File: config.mk
export PLATFORM = sky130hd
export DESIGN_NAME = axi4_master_core_flat
export DESIGN_NICKNAME = d
export VERILOG_FILES = /design/src/rtl/axi4_master_core_if.sv /design/src/rtl/axi4_master_core.sv /design/src/flat_wrapper.sv
export SDC_FILE = /design/constraint.sdc
export NUM_CORES = 1
export LEC_CHECK = 0
export ABC_AREA = 1
export BUFFER_PORTS_ARGS = -buffer_cell sky130_fd_sc_hd__buf_4
export CORE_AREA = 4 4 356 358
export DETAILED_ROUTE_END_ITERATION = 10
export DIE_AREA = 0 0 360 362
export HOLD_SLACK_MARGIN = 0.12
export SLEW_MARGIN = 20
export SYNTH_ARGS = -nofsm -noshare
export SYNTH_HDL_FRONTEND = slang
export SYNTH_SLANG_ARGS = --single-unit
File: constraint.sdc
create_clock -name clock -period 1.8 [get_ports clock]
set_clock_uncertainty 0.2 [all_clocks]
set_input_delay 0.36 -clock clock [delete_from_list [all_inputs] [get_ports clock]]
set_output_delay 0.36 -clock clock [all_outputs]
set_load 0.05 [all_outputs]
File: src/rtl/axi4_master_core_if.sv
// ============================================================================
// Module  : axi4_master_core_if
// Brief   : AXI4 bus bundle (AW, W, B, AR, R) between the initiator engine
//           and the attached slave side.
// Revision: 1.0 - initial release
// ============================================================================
`default_nettype none

interface axi4_master_core_if;
  // write address channel
  logic [63:0] awaddr;
  logic [31:0] awid;
  logic [7:0]  awlen;
  logic [2:0]  awsize;
  logic [1:0]  awburst;
  logic        awlock;
  logic [3:0]  awcache;
  logic [2:0]  awprot;
  logic [3:0]  awqos;
  logic [3:0]  awregion;
  logic        awvalid;
  logic        awready;
  // write data channel
  logic [63:0] wdata;
  logic [7:0]  wstrb;
  logic        wlast;
  logic        wvalid;
  logic        wready;
  // write response channel
  logic [31:0] bid;
  logic [1:0]  bresp;
  logic        bvalid;
  logic        bready;
  // read address channel
  logic [63:0] araddr;
  logic [31:0] arid;
  logic [7:0]  arlen;
  logic [2:0]  arsize;
  logic [1:0]  arburst;
  logic [3:0]  arcache;
  logic [2:0]  arprot;
  logic [3:0]  arregion;
  logic        arvalid;
  logic        arready;
  // read data channel
  logic [15:0] rid;
  logic [63:0] rdata;
  logic [1:0]  rresp;
  logic        rlast;
  logic        rvalid;
  logic        rready;

  modport master (
    output awaddr, awid, awlen, awsize, awburst, awlock, awcache, awprot,
           awqos, awregion, awvalid,
    input  awready,
    output wdata, wstrb, wlast, wvalid,
    input  wready,
    input  bid, bresp, bvalid,
    output bready,
    output araddr, arid, arlen, arsize, arburst, arcache, arprot, arregion,
           arvalid,
    input  arready,
    input  rid, rdata, rresp, rlast, rvalid,
    output rready
  );

  modport slave (
    input  awaddr, awid, awlen, awsize, awburst, awlock, awcache, awprot,
           awqos, awregion, awvalid,
    output awready,
    input  wdata, wstrb, wlast, wvalid,
    output wready,
    output bid, bresp, bvalid,
    input  bready,
    input  araddr, arid, arlen, arsize, arburst, arcache, arprot, arregion,
           arvalid,
    output arready,
    output rid, rdata, rresp, rlast, rvalid,
    input  rready
  );
endinterface

`default_nettype wire

File: src/rtl/axi4_master_core.sv
// ============================================================================
// Module  : axi4_master_core
// Brief   : Command-driven AXI4 initiator engine. Single AR/AW/W commands are
//           staged, driven onto registered bus channels, and completions,
//           write responses, read beats and reset release are reported as
//           one-cycle event pulses.
// Revision: 1.0 - initial release
// ============================================================================
`default_nettype none

// ----------------------------------------------------------------------------
// One request channel: staging register set feeding a bus register set.
// Only one request may be outstanding, so a new command is refused while
// either the staging slot or the bus VALID is occupied.
// ----------------------------------------------------------------------------
module axi4_master_core_chan #(
  parameter int WIDTH = 8
) (
  input  logic             clock,
  input  logic             reset,
  input  logic             cmd_valid,
  output logic             cmd_ready,
  input  logic [WIDTH-1:0] cmd_fields,
  output logic [WIDTH-1:0] bus_fields,
  output logic             bus_valid,
  input  logic             bus_ready,
  output logic             ack
);
  logic             staged_valid;
  logic [WIDTH-1:0] staged_fields;
  logic             accept;
  logic             handshake;

  assign cmd_ready = !staged_valid && !bus_valid;
  assign accept    = cmd_valid && cmd_ready;
  assign handshake = bus_valid && bus_ready;

  // Staging slot: loaded on command accept, released by the bus handshake.
  always_ff @(posedge clock) begin
    if (reset) begin
      staged_valid  <= 1'b0;
      staged_fields <= '0;
    end else begin
      if (accept) begin
        staged_fields <= cmd_fields;
        staged_valid  <= 1'b1;
      end else if (handshake) begin
        staged_valid <= 1'b0;
      end
    end
  end

  // Bus registers mirror staging; a handshake forces VALID low at that edge
  // so the request is never presented twice.
  always_ff @(posedge clock) begin
    if (reset) begin
      bus_fields <= '0;
      bus_valid  <= 1'b0;
      ack        <= 1'b0;
    end else begin
      bus_fields <= staged_fields;
      bus_valid  <= staged_valid && !handshake;
      ack        <= handshake;
    end
  end
endmodule

// ----------------------------------------------------------------------------
// Top level engine.
// ----------------------------------------------------------------------------
module axi4_master_core #(
  parameter int ID_WIDTH = 4
) (
  input  logic                 clock,
  input  logic                 reset,
  output logic [31:0]          id_width,
  // AR command side
  input  logic                 ar_cmd_valid,
  output logic                 ar_cmd_ready,
  input  logic [63:0]          ar_cmd_addr,
  input  logic [31:0]          ar_cmd_id,
  input  logic [7:0]           ar_cmd_len,
  input  logic [2:0]           ar_cmd_size,
  input  logic [1:0]           ar_cmd_burst,
  input  logic [3:0]           ar_cmd_cache,
  input  logic [2:0]           ar_cmd_prot,
  input  logic [3:0]           ar_cmd_region,
  // AW command side
  input  logic                 aw_cmd_valid,
  output logic                 aw_cmd_ready,
  input  logic [63:0]          aw_cmd_addr,
  input  logic [31:0]          aw_cmd_id,
  input  logic [7:0]           aw_cmd_len,
  input  logic [2:0]           aw_cmd_size,
  input  logic [1:0]           aw_cmd_burst,
  input  logic [3:0]           aw_cmd_cache,
  input  logic [2:0]           aw_cmd_prot,
  input  logic [3:0]           aw_cmd_region,
  // W command side
  input  logic                 w_cmd_valid,
  output logic                 w_cmd_ready,
  input  logic [63:0]          w_cmd_data,
  input  logic [7:0]           w_cmd_strb,
  input  logic                 w_cmd_last,
  // AXI4 bus
  axi4_master_core_if.master   bus,
  // event pulses
  output logic                 awreq_ack,
  output logic                 arreq_ack,
  output logic                 wdata_ack,
  output logic                 bresp_valid,
  output logic [31:0]          bresp_id,
  output logic [1:0]           bresp_resp,
  output logic                 rresp_valid,
  output logic [15:0]          rresp_id,
  output logic [63:0]          rresp_data,
  output logic [1:0]           rresp_resp,
  output logic                 rresp_last,
  output logic                 reset_ev
);
  localparam int ADDR_CMD_W = 120;
  localparam int DATA_CMD_W = 73;

  logic [ADDR_CMD_W-1:0] aw_bus_fields;
  logic [ADDR_CMD_W-1:0] ar_bus_fields;
  logic [DATA_CMD_W-1:0] w_bus_fields;
  logic                  aw_bus_valid;
  logic                  ar_bus_valid;
  logic                  w_bus_valid;
  logic                  b_fire;
  logic                  r_fire;
  logic                  in_reset;

  assign id_width = 32'(ID_WIDTH);

  axi4_master_core_chan #(.WIDTH(ADDR_CMD_W)) u_aw_chan (
    .clock      (clock),
    .reset      (reset),
    .cmd_valid  (aw_cmd_valid),
    .cmd_ready  (aw_cmd_ready),
    .cmd_fields ({aw_cmd_addr, aw_cmd_id, aw_cmd_len, aw_cmd_size,
                  aw_cmd_burst, aw_cmd_cache, aw_cmd_prot, aw_cmd_region}),
    .bus_fields (aw_bus_fields),
    .bus_valid  (aw_bus_valid),
    .bus_ready  (bus.awready),
    .ack        (awreq_ack)
  );

  axi4_master_core_chan #(.WIDTH(DATA_CMD_W)) u_w_chan (
    .clock      (clock),
    .reset      (reset),
    .cmd_valid  (w_cmd_valid),
    .cmd_ready  (w_cmd_ready),
    .cmd_fields ({w_cmd_data, w_cmd_strb, w_cmd_last}),
    .bus_fields (w_bus_fields),
    .bus_valid  (w_bus_valid),
    .bus_ready  (bus.wready),
    .ack        (wdata_ack)
  );

  axi4_master_core_chan #(.WIDTH(ADDR_CMD_W)) u_ar_chan (
    .clock      (clock),
    .reset      (reset),
    .cmd_valid  (ar_cmd_valid),
    .cmd_ready  (ar_cmd_ready),
    .cmd_fields ({ar_cmd_addr, ar_cmd_id, ar_cmd_len, ar_cmd_size,
                  ar_cmd_burst, ar_cmd_cache, ar_cmd_prot, ar_cmd_region}),
    .bus_fields (ar_bus_fields),
    .bus_valid  (ar_bus_valid),
    .bus_ready  (bus.arready),
    .ack        (arreq_ack)
  );

  assign {bus.awaddr, bus.awid, bus.awlen, bus.awsize, bus.awburst,
          bus.awcache, bus.awprot, bus.awregion} = aw_bus_fields;
  assign bus.awvalid = aw_bus_valid;
  assign bus.awlock  = 1'b0;
  assign bus.awqos   = 4'd0;

  assign {bus.wdata, bus.wstrb, bus.wlast} = w_bus_fields;
  assign bus.wvalid = w_bus_valid;

  assign {bus.araddr, bus.arid, bus.arlen, bus.arsize, bus.arburst,
          bus.arcache, bus.arprot, bus.arregion} = ar_bus_fields;
  assign bus.arvalid = ar_bus_valid;

  // The engine always sinks responses, so the response readies are tied high.
  assign bus.bready = 1'b1;
  assign bus.rready = 1'b1;

  assign b_fire = bus.bvalid && bus.bready;
  assign r_fire = bus.rvalid && bus.rready;

  // Report each write response beat one cycle after it is sampled.
  always_ff @(posedge clock) begin
    if (reset) begin
      bresp_valid <= 1'b0;
      bresp_id    <= '0;
      bresp_resp  <= '0;
    end else begin
      bresp_valid <= b_fire;
      if (b_fire) begin
        bresp_id   <= bus.bid;
        bresp_resp <= bus.bresp;
      end
    end
  end

  // Report each read data beat one cycle after it is sampled.
  always_ff @(posedge clock) begin
    if (reset) begin
      rresp_valid <= 1'b0;
      rresp_id    <= '0;
      rresp_data  <= '0;
      rresp_resp  <= '0;
      rresp_last  <= 1'b0;
    end else begin
      rresp_valid <= r_fire;
      if (r_fire) begin
        rresp_id   <= bus.rid;
        rresp_data <= bus.rdata;
        rresp_resp <= bus.rresp;
        rresp_last <= bus.rlast;
      end
    end
  end

  // Pulse reset_ev on the first edge after reset is released.
  always_ff @(posedge clock) begin
    if (reset) begin
      in_reset <= 1'b1;
      reset_ev <= 1'b0;
    end else begin
      reset_ev <= in_reset;
      in_reset <= 1'b0;
    end
  end
endmodule

`default_nettype wire

File: src/flat_wrapper.sv
// flat-port wrapper written by rule: the top's interface ports become plain ports
module axi4_master_core_flat 
#(
  parameter int ID_WIDTH = 4
)
  (clock, reset, id_width, ar_cmd_valid, ar_cmd_ready, ar_cmd_addr, ar_cmd_id, ar_cmd_len, ar_cmd_size, ar_cmd_burst, ar_cmd_cache, ar_cmd_prot, ar_cmd_region, aw_cmd_valid, aw_cmd_ready, aw_cmd_addr, aw_cmd_id, aw_cmd_len, aw_cmd_size, aw_cmd_burst, aw_cmd_cache, aw_cmd_prot, aw_cmd_region, w_cmd_valid, w_cmd_ready, w_cmd_data, w_cmd_strb, w_cmd_last, awreq_ack, arreq_ack, wdata_ack, bresp_valid, bresp_id, bresp_resp, rresp_valid, rresp_id, rresp_data, rresp_resp, rresp_last, reset_ev, bus_awaddr, bus_awid, bus_awlen, bus_awsize, bus_awburst, bus_awlock, bus_awcache, bus_awprot, bus_awqos, bus_awregion, bus_awvalid, bus_awready, bus_wdata, bus_wstrb, bus_wlast, bus_wvalid, bus_wready, bus_bid, bus_bresp, bus_bvalid, bus_bready, bus_araddr, bus_arid, bus_arlen, bus_arsize, bus_arburst, bus_arcache, bus_arprot, bus_arregion, bus_arvalid, bus_arready, bus_rid, bus_rdata, bus_rresp, bus_rlast, bus_rvalid, bus_rready);
  axi4_master_core_if bus_i ();
  input  logic clock;
  input  logic reset;
  output logic [31:0] id_width;
  input  logic ar_cmd_valid;
  output logic ar_cmd_ready;
  input  logic [63:0] ar_cmd_addr;
  input  logic [31:0] ar_cmd_id;
  input  logic [7:0] ar_cmd_len;
  input  logic [2:0] ar_cmd_size;
  input  logic [1:0] ar_cmd_burst;
  input  logic [3:0] ar_cmd_cache;
  input  logic [2:0] ar_cmd_prot;
  input  logic [3:0] ar_cmd_region;
  input  logic aw_cmd_valid;
  output logic aw_cmd_ready;
  input  logic [63:0] aw_cmd_addr;
  input  logic [31:0] aw_cmd_id;
  input  logic [7:0] aw_cmd_len;
  input  logic [2:0] aw_cmd_size;
  input  logic [1:0] aw_cmd_burst;
  input  logic [3:0] aw_cmd_cache;
  input  logic [2:0] aw_cmd_prot;
  input  logic [3:0] aw_cmd_region;
  input  logic w_cmd_valid;
  output logic w_cmd_ready;
  input  logic [63:0] w_cmd_data;
  input  logic [7:0] w_cmd_strb;
  input  logic w_cmd_last;
  output logic awreq_ack;
  output logic arreq_ack;
  output logic wdata_ack;
  output logic bresp_valid;
  output logic [31:0] bresp_id;
  output logic [1:0] bresp_resp;
  output logic rresp_valid;
  output logic [15:0] rresp_id;
  output logic [63:0] rresp_data;
  output logic [1:0] rresp_resp;
  output logic rresp_last;
  output logic reset_ev;
  output wire logic [$bits(bus_i.awaddr)-1:0] bus_awaddr;
  output wire logic [$bits(bus_i.awid)-1:0] bus_awid;
  output wire logic [$bits(bus_i.awlen)-1:0] bus_awlen;
  output wire logic [$bits(bus_i.awsize)-1:0] bus_awsize;
  output wire logic [$bits(bus_i.awburst)-1:0] bus_awburst;
  output wire logic [$bits(bus_i.awlock)-1:0] bus_awlock;
  output wire logic [$bits(bus_i.awcache)-1:0] bus_awcache;
  output wire logic [$bits(bus_i.awprot)-1:0] bus_awprot;
  output wire logic [$bits(bus_i.awqos)-1:0] bus_awqos;
  output wire logic [$bits(bus_i.awregion)-1:0] bus_awregion;
  output wire logic [$bits(bus_i.awvalid)-1:0] bus_awvalid;
  input wire logic [$bits(bus_i.awready)-1:0] bus_awready;
  output wire logic [$bits(bus_i.wdata)-1:0] bus_wdata;
  output wire logic [$bits(bus_i.wstrb)-1:0] bus_wstrb;
  output wire logic [$bits(bus_i.wlast)-1:0] bus_wlast;
  output wire logic [$bits(bus_i.wvalid)-1:0] bus_wvalid;
  input wire logic [$bits(bus_i.wready)-1:0] bus_wready;
  input wire logic [$bits(bus_i.bid)-1:0] bus_bid;
  input wire logic [$bits(bus_i.bresp)-1:0] bus_bresp;
  input wire logic [$bits(bus_i.bvalid)-1:0] bus_bvalid;
  output wire logic [$bits(bus_i.bready)-1:0] bus_bready;
  output wire logic [$bits(bus_i.araddr)-1:0] bus_araddr;
  output wire logic [$bits(bus_i.arid)-1:0] bus_arid;
  output wire logic [$bits(bus_i.arlen)-1:0] bus_arlen;
  output wire logic [$bits(bus_i.arsize)-1:0] bus_arsize;
  output wire logic [$bits(bus_i.arburst)-1:0] bus_arburst;
  output wire logic [$bits(bus_i.arcache)-1:0] bus_arcache;
  output wire logic [$bits(bus_i.arprot)-1:0] bus_arprot;
  output wire logic [$bits(bus_i.arregion)-1:0] bus_arregion;
  output wire logic [$bits(bus_i.arvalid)-1:0] bus_arvalid;
  input wire logic [$bits(bus_i.arready)-1:0] bus_arready;
  input wire logic [$bits(bus_i.rid)-1:0] bus_rid;
  input wire logic [$bits(bus_i.rdata)-1:0] bus_rdata;
  input wire logic [$bits(bus_i.rresp)-1:0] bus_rresp;
  input wire logic [$bits(bus_i.rlast)-1:0] bus_rlast;
  input wire logic [$bits(bus_i.rvalid)-1:0] bus_rvalid;
  output wire logic [$bits(bus_i.rready)-1:0] bus_rready;
  assign bus_awaddr = bus_i.awaddr;
  assign bus_awid = bus_i.awid;
  assign bus_awlen = bus_i.awlen;
  assign bus_awsize = bus_i.awsize;
  assign bus_awburst = bus_i.awburst;
  assign bus_awlock = bus_i.awlock;
  assign bus_awcache = bus_i.awcache;
  assign bus_awprot = bus_i.awprot;
  assign bus_awqos = bus_i.awqos;
  assign bus_awregion = bus_i.awregion;
  assign bus_awvalid = bus_i.awvalid;
  assign bus_i.awready = bus_awready;
  assign bus_wdata = bus_i.wdata;
  assign bus_wstrb = bus_i.wstrb;
  assign bus_wlast = bus_i.wlast;
  assign bus_wvalid = bus_i.wvalid;
  assign bus_i.wready = bus_wready;
  assign bus_i.bid = bus_bid;
  assign bus_i.bresp = bus_bresp;
  assign bus_i.bvalid = bus_bvalid;
  assign bus_bready = bus_i.bready;
  assign bus_araddr = bus_i.araddr;
  assign bus_arid = bus_i.arid;
  assign bus_arlen = bus_i.arlen;
  assign bus_arsize = bus_i.arsize;
  assign bus_arburst = bus_i.arburst;
  assign bus_arcache = bus_i.arcache;
  assign bus_arprot = bus_i.arprot;
  assign bus_arregion = bus_i.arregion;
  assign bus_arvalid = bus_i.arvalid;
  assign bus_i.arready = bus_arready;
  assign bus_i.rid = bus_rid;
  assign bus_i.rdata = bus_rdata;
  assign bus_i.rresp = bus_rresp;
  assign bus_i.rlast = bus_rlast;
  assign bus_i.rvalid = bus_rvalid;
  assign bus_rready = bus_i.rready;
  axi4_master_core #(.ID_WIDTH(ID_WIDTH)) u_core (.clock(clock), .reset(reset), .id_width(id_width), .ar_cmd_valid(ar_cmd_valid), .ar_cmd_ready(ar_cmd_ready), .ar_cmd_addr(ar_cmd_addr), .ar_cmd_id(ar_cmd_id), .ar_cmd_len(ar_cmd_len), .ar_cmd_size(ar_cmd_size), .ar_cmd_burst(ar_cmd_burst), .ar_cmd_cache(ar_cmd_cache), .ar_cmd_prot(ar_cmd_prot), .ar_cmd_region(ar_cmd_region), .aw_cmd_valid(aw_cmd_valid), .aw_cmd_ready(aw_cmd_ready), .aw_cmd_addr(aw_cmd_addr), .aw_cmd_id(aw_cmd_id), .aw_cmd_len(aw_cmd_len), .aw_cmd_size(aw_cmd_size), .aw_cmd_burst(aw_cmd_burst), .aw_cmd_cache(aw_cmd_cache), .aw_cmd_prot(aw_cmd_prot), .aw_cmd_region(aw_cmd_region), .w_cmd_valid(w_cmd_valid), .w_cmd_ready(w_cmd_ready), .w_cmd_data(w_cmd_data), .w_cmd_strb(w_cmd_strb), .w_cmd_last(w_cmd_last), .bus(bus_i), .awreq_ack(awreq_ack), .arreq_ack(arreq_ack), .wdata_ack(wdata_ack), .bresp_valid(bresp_valid), .bresp_id(bresp_id), .bresp_resp(bresp_resp), .rresp_valid(rresp_valid), .rresp_id(rresp_id), .rresp_data(rresp_data), .rresp_resp(rresp_resp), .rresp_last(rresp_last), .reset_ev(reset_ev));
endmodule
==> metrics.csv, run 1 <==
metric,value,unit
ant_nets,0,
crit_arrival,1430,ps
wire_per_inst,17.55,µm
fin_crit_sh,110.8,%
placed_cells,5689,
fin_cells,6488,
ys.flop_type,dfxtp_1,
drtIter0Drc,1701,
syn_area,0.02680,mm²
start_util,21.73,%
dieArea,0.1303,mm²
rsz0062_at_grt,yes,
synth.distinct_cells,19,
grt-ovfl-total,0,
dpl-instance-area,0.03546,mm²
ff2ff_setup_slack,50,ps
wl_met2,54400,µm
ys_warn_count,0,
final_util,39.51,%
worst_pin_slew,853.8,ps
htree_levels,3,
leakage,0.02198,µW
hp-class,input pin to flip-flop,
port_buffers,881,
wl_met1,46430,µm
yosys.area.top_type_share,56.48,%
dp_hpwl,69320,µm
setup_viol_count_final,10,
crit_path_start_kind,flip-flop,
wirelength,113900,µm
finalWorstSetupSlack,-194.0,ps
maxSlewViolCount,0,
finalPower,48650,µW
status,finished with violations,
path_class,flip-flop to output pin,
numCtsBuffers,85,
io_pins,921,
violations,negative setup slack,
rows,129,
syn_to_final_growth,81.83,%
cts_tree,done,
grt_pass1_wl,170700,µm
dr.max_layer_used,met4,
wl_met3,7665,µm
route.detailed.drc,0,
clock_path_buffers,3,
avgSynthCellArea,8.133,µm²
syn_inst,3295,
die_h,362,µm
final_cell_mix,"826 x nor2_1, 595 x dlygate4sd3_1, 542 x buf_4, 383 x dfxtp_2, 352 x nand2_1",
ys_async_sr_fraction,0,%
fill_cells,11551,
holdPathEnd,u_core.u_w_chan.bus_fields[47]$_SDFF_PP0_,
clock_latency,690,ps
hold_viol,0,
fin_area,0.04873,mm²
yosys.area.top_type,dfxtp_1,
worstPathMaxFanout,2,
rr_worst_depth,8,
synth_area_leaders,"dfxtp_1 56%, nor2_1 12%, nand3b_1 8.8%",
vias,27435,
max-slew-margin-rel,42.89,%
groute.usage.overall,16.74,%
cp-startpoint,u_core.u_aw_chan.staged_valid$_SDFFE_PP0P_,
synth_seq_cells,756,
peakVddDrop,1075,µV
core,0.1233,mm²
nNetsFinal,5221,
grt_max_degree,84,
r2r_start,u_core.u_ar_chan.staged_valid$_SDFFE_PP0P_,
gp_congestion,0.8290,
fin_tns_setup,-601.1,ps
antenna_found_initial,9,
cts_sinks,756,
max-cap-violations,0,
cts-root-buf,clkbuf_16,
grt_pass1_vias,28579,
hold_depth,5,
required,1240,ps
ys_seq_area_share,56.48,%
layout-drive-gt1-share,33.33,%
synth_edf_count,0,
final_common_cell,nor2_1,
critPathCaptureType,output pin,
worstReg2RegEnd,u_core.u_ar_chan.staged_fields[29]$_SDFFE_PP0P_,
power.density,998.5,mW/mm²
period_minus_slack,1994,ps
vias_per_cell,4.229,
path_clk_slew,60,ps
die_w,360,µm
fmax,0.5015,GHz
first_pass_iters,7,
min_from,reset,
==> state kept, by name (all words and copies together) (netlist names), 2 cells and up <==
signal,count
u_core.u_w_chan.staged_fields,73
u_core.rresp_resp,2
u_core.rresp_id,16
u_core.u_aw_chan.staged_fields,120
u_core.rresp_data,64
u_core.u_ar_chan.staged_fields,120
u_core.bresp_resp,2
u_core.u_ar_chan.bus_fields,120
u_core.u_w_chan.bus_fields,73
u_core.u_aw_chan.bus_fields,120
u_core.bresp_id,32
==> power by group <==
group / internal [µW] / switching (µW) / leakage (µW) / total (µW)
logic: 5060 / 6280 / 0.0142 / 11300
clock network: 10500 / 7590 / 0.00142 / 18100
registers: 18300 / 961 / 0.00640 / 19300
==> area by class of cell <==
cell class / instances / area, µm² / area share [%]
antenna: 5 / 12.51 / 0.02568
clock buffer: 119 / 2445 / 5.018
clock inverter: 33 / 467.9 / 0.9604
inverter: 333 / 1262 / 2.591
multi-input combinational: 1963 / 9128 / 18.73
sequential: 756 / 15750 / 32.31
tap: 1637 / 2048 / 4.204
timing repair buffer: 1642 / 17620 / 36.16
==> cells by family (layout without fill, tap and decap cells) <==
family,count (synthesis),in the layout,share of synthesized area [%]
flops,756,756,56.48
compound gates,417,417,7.788
simple gates,1507,1507,25.56
buf+inv,613,2127,10.15
other cells,2,44,0.02803
==> cell usage after synthesis (2+ instances only) <==
library cell / count
nand2_1: 352
nand3b_1: 313
buf_2: 157
buf_4: 57
inv_1: 330
a21oi_1: 298
inv_2: 3
nor2_1: 838
clkbuf_1: 41
buf_1: 24
conb_1: 2
o21ai_0: 60
o21ai_1: 59
dfxtp_1: 756
==> routing by layer <==
metal  vias to the layer above  GRT usage [%]
met4                         0          8.416
met3                       291          3.954
met1                     12957          19.82
li1                      13084              -
met5                         -              0
met2                      1103          28.39
==> stage by stage <==
step	worst slack, ps	hold slack (ps)
floorplan	66.01	187.7
global placement	160.4	204.5
detailed placement	168.5	199.0
CTS	-315.1	123.2
global route	-300.5	126.4
finish	-194.0	146.3
==> worst max-delay path by stage <==
stage	to	slack [ps]	cells past startpoint
after floorplan	aw_cmd_ready	70	3
after global placement	u_core.u_ar_chan.staged_fields[105]$_SDFFE_PP0P_	160	8
after detailed placement	u_core.u_aw_chan.staged_fields[119]$_SDFFE_PP0P_	170	8
after CTS	aw_cmd_ready	-320	3
after global routing	aw_cmd_ready	-300	3
final	aw_cmd_ready	-190	3
==> worst max-delay path, cell delays in order (launching register included) <==
cell and delay [ps]:
dfxtp_2 330, nor2_4 130, buf_12 140, buf_12 140
==> repair_timing <==
item / 4_1_cts / 5_1_grt
gates cloned: 3 / 4
endpoints found under the hold margin: 572 / 1
resized for setup: 1212 / 87
pin swaps: 3 / 3
hold buffers: 660 / 1
setup endpoints to repair: 434 / 491
buffers inserted: 10 / 18
No activity file was read; power rests on OpenSTA's default activity.
==> run 2, diff against run 1 <==
--- a/config.mk
+++ b/config.mk
@@ -11,6 +11,7 @@
 export DETAILED_ROUTE_END_ITERATION = 10
 export DIE_AREA = 0 0 360 362
 export HOLD_SLACK_MARGIN = 0.12
+export PLACE_DENSITY = 0.44
 export SLEW_MARGIN = 20
 export SYNTH_ARGS = -nofsm -noshare
 export SYNTH_HDL_FRONTEND = slang
==> constraint.sdc (replaced) <==
create_clock -name clock -period 1.8 [get_ports clock]
set_clock_uncertainty 0.2 [all_clocks]
set_input_delay 0.18 -clock clock [delete_from_list [all_inputs] [get_ports clock]]
set_output_delay 0.18 -clock clock [all_outputs]
set_load 0.05 [all_outputs]
==> metrics.csv, run 2 (synthesis gave the netlist of run 1 again) <==
metric,value,unit
status,finished with violations,
violations,negative setup slack,
hold_viol,0,
start_util,21.73,%
crit_path_start_kind,input pin,
syn_to_final_growth,75.69,%
drtIter0Drc,1245,
crit_arrival,2240,ps
clock_path_buffers,3,
port_buffers,881,
wirelength,111000,µm
cts_tree,done,
critPathCaptureType,flip-flop,
fmax,0.5291,GHz
worst_pin_slew,783.4,ps
leakage,0.02170,µW
crit_family,buffers and inverters,
layout-drive-gt1-share,23.10,%
setup_viol_count_final,8,
first_pass_iters,6,
crit_buf_inv,5,
worstPathMaxFanout,42,
route.detailed.drc,0,
rows,129,
path_clk_slew,60,ps
required,2150,ps
vias,26880,
power.density,1031,mW/mm²
hp-class,input pin to flip-flop,
maxSlewViolCount,0,
max-cap-violations,0,
dieArea,0.1303,mm²
cp_slowest_cell,dlygate4sd3_1,
final_cell_mix,"931 x buf_4, 835 x nor2_1, 809 x dlygate4sd3_1, 749 x dfxtp_1, 352 x nand2_1",
cts_sinks,756,
die_w,360,µm
grt_pass1_vias,26932,
placed_cells,5659,
max_stage_delay,640,ps
wire_per_inst,16.64,µm
groute.usage.overall,16.11,%
dp_hpwl,74510,µm
register_area,0.01515,mm²
io_pins,921,
multiInputGateArea,0.009100,mm²
clock_latency,670,ps
antenna_found_initial,14,
grt-ovfl-total,0,
fin_crit_sh,105.0,%
die_h,362,µm
holdWs,188.7,ps
nNetsFinal,5389,
max-slew-margin-rel,47.60,%
path_class,input pin to flip-flop,
htree_levels,3,
final_common_cell,buf_4,
core,0.1233,mm²
grt_max_degree,92,
finalWorstSetupSlack,-90.06,ps
fin_tns_setup,-221.3,ps
ant_nets,0,
fin_cells,6670,
cts-root-buf,clkbuf_16,
gp_congestion,0.8019,
vias_per_cell,4.030,
period_minus_slack,1890,ps
path_cells,buf_4 -> dlygate4sd3_1 -> inv_2 -> buf_12 -> dlygate4sd3_1 -> nor2_1 -> nor2_1,
grt_pass1_wl,164100,µm
rsz0062_at_grt,yes,
fill_cells,12594,
numCtsBuffers,92,
peakVddDrop,780.3,µV
## run 2: changes by cell type in the layout (fill, tap and decap cells not counted), moves of 6 or more
cell and change:
clkinv_2 +6, buf_4 +389, nor2_2 -8, dfxtp_2 -377
dfxtp_4 -34, dlygate4sd3_1 +214, buf_8 -325, clkbuf_16 +13
nor2_1 +9, diode_2 +7, dfxtp_1 +411, buf_12 -16
buf_6 -100
## run 2: what timing repair did
action                                 4_1_cts  5_1_grt
pin swaps                                    3       10
cloned                                       2        6
setup endpoints to repair                    5      132
endpoints found under the hold margin      756        6
hold buffers                               816        1
resized for setup                           18       19
setup buffers                               10        5
## run 2: where the power goes
group	internal, µW	switching, µW	leakage, µW	total [µW]
Sequential	18200	689	0.00624	18900
Combinational	4440	6170	0.0139	10600
Clock	11500	7560	0.00155	19100
Total	34100	14400	0.0217	48600
## run 2: final cells by class
| cell class | count | share of cell area (%) |
|---|---|---|
| repair buffers | 1803 | 34.75 |
| flip-flops and latches | 756 | 32.17 |
| multi-input cells | 1963 | 19.33 |
| clock buffers | 127 | 5.666 |
| well taps | 1637 | 4.351 |
| inverters | 333 | 2.711 |
| clock inverters | 39 | 0.9594 |
| diodes | 12 | 0.06378 |
## run 2: routing by layer
layer | vias to the layer above | share of wire [%] | track usage, % | routed length (µm)
li1 | 13450 | - | - | -
met1 | 12515 | 41 | 18.89 | 46030
met2 | 718 | 48 | 27.47 | 53190
met3 | 193 | 7.4 | 5.550 | 8255
met4 | 4 | 3.2 | 5.487 | 3506
met5 | - | 0.019 | 0 | 21
## run 2: path summary, 6_finish.rpt
kind / startpoint / endpoint / slack [ps] / cells past startpoint
worst min-delay path: aw_cmd_id[18] / u_core.u_aw_chan.staged_fields[42]$_SDFFE_PP0P_ / 190 / 5
worst max register to register: u_core.u_ar_chan.staged_valid$_SDFFE_PP0P_ / u_core.u_ar_chan.staged_fields[84]$_SDFFE_PP0P_ / 20 / 8
worst max-delay path: bus_rvalid / u_core.rresp_data[0]$_SDFFE_PP0P_ / -90 / 7
worst min register to register: u_core.u_ar_chan.staged_fields[69]$_SDFFE_PP0P_ / u_core.u_ar_chan.bus_fields[69]$_SDFF_PP0_ / 210 / 2
## run 2: worst reg2reg max path: stages, from the launching register on
cell,delay [ps]
dfxtp_2,330
nor2_4,130
buf_12,130
buf_4,210
buf_12,200
buf_12,210
nand3b_1,100
nand2_1,90
nor2_1,50
## run 2: through the flow
stage	total power (µW)	utilization [%]	setup slack, ps	area, µm²
floorplan	24740	-	122.1	26940
global placement	27950	28.65	275.6	35340
detailed placement	27980	28.65	255.9	35340
CTS	49130	37.98	-101.1	46840
global route	50870	38.17	-100.5	47070
finish	48560	38.18	-90.06	47080
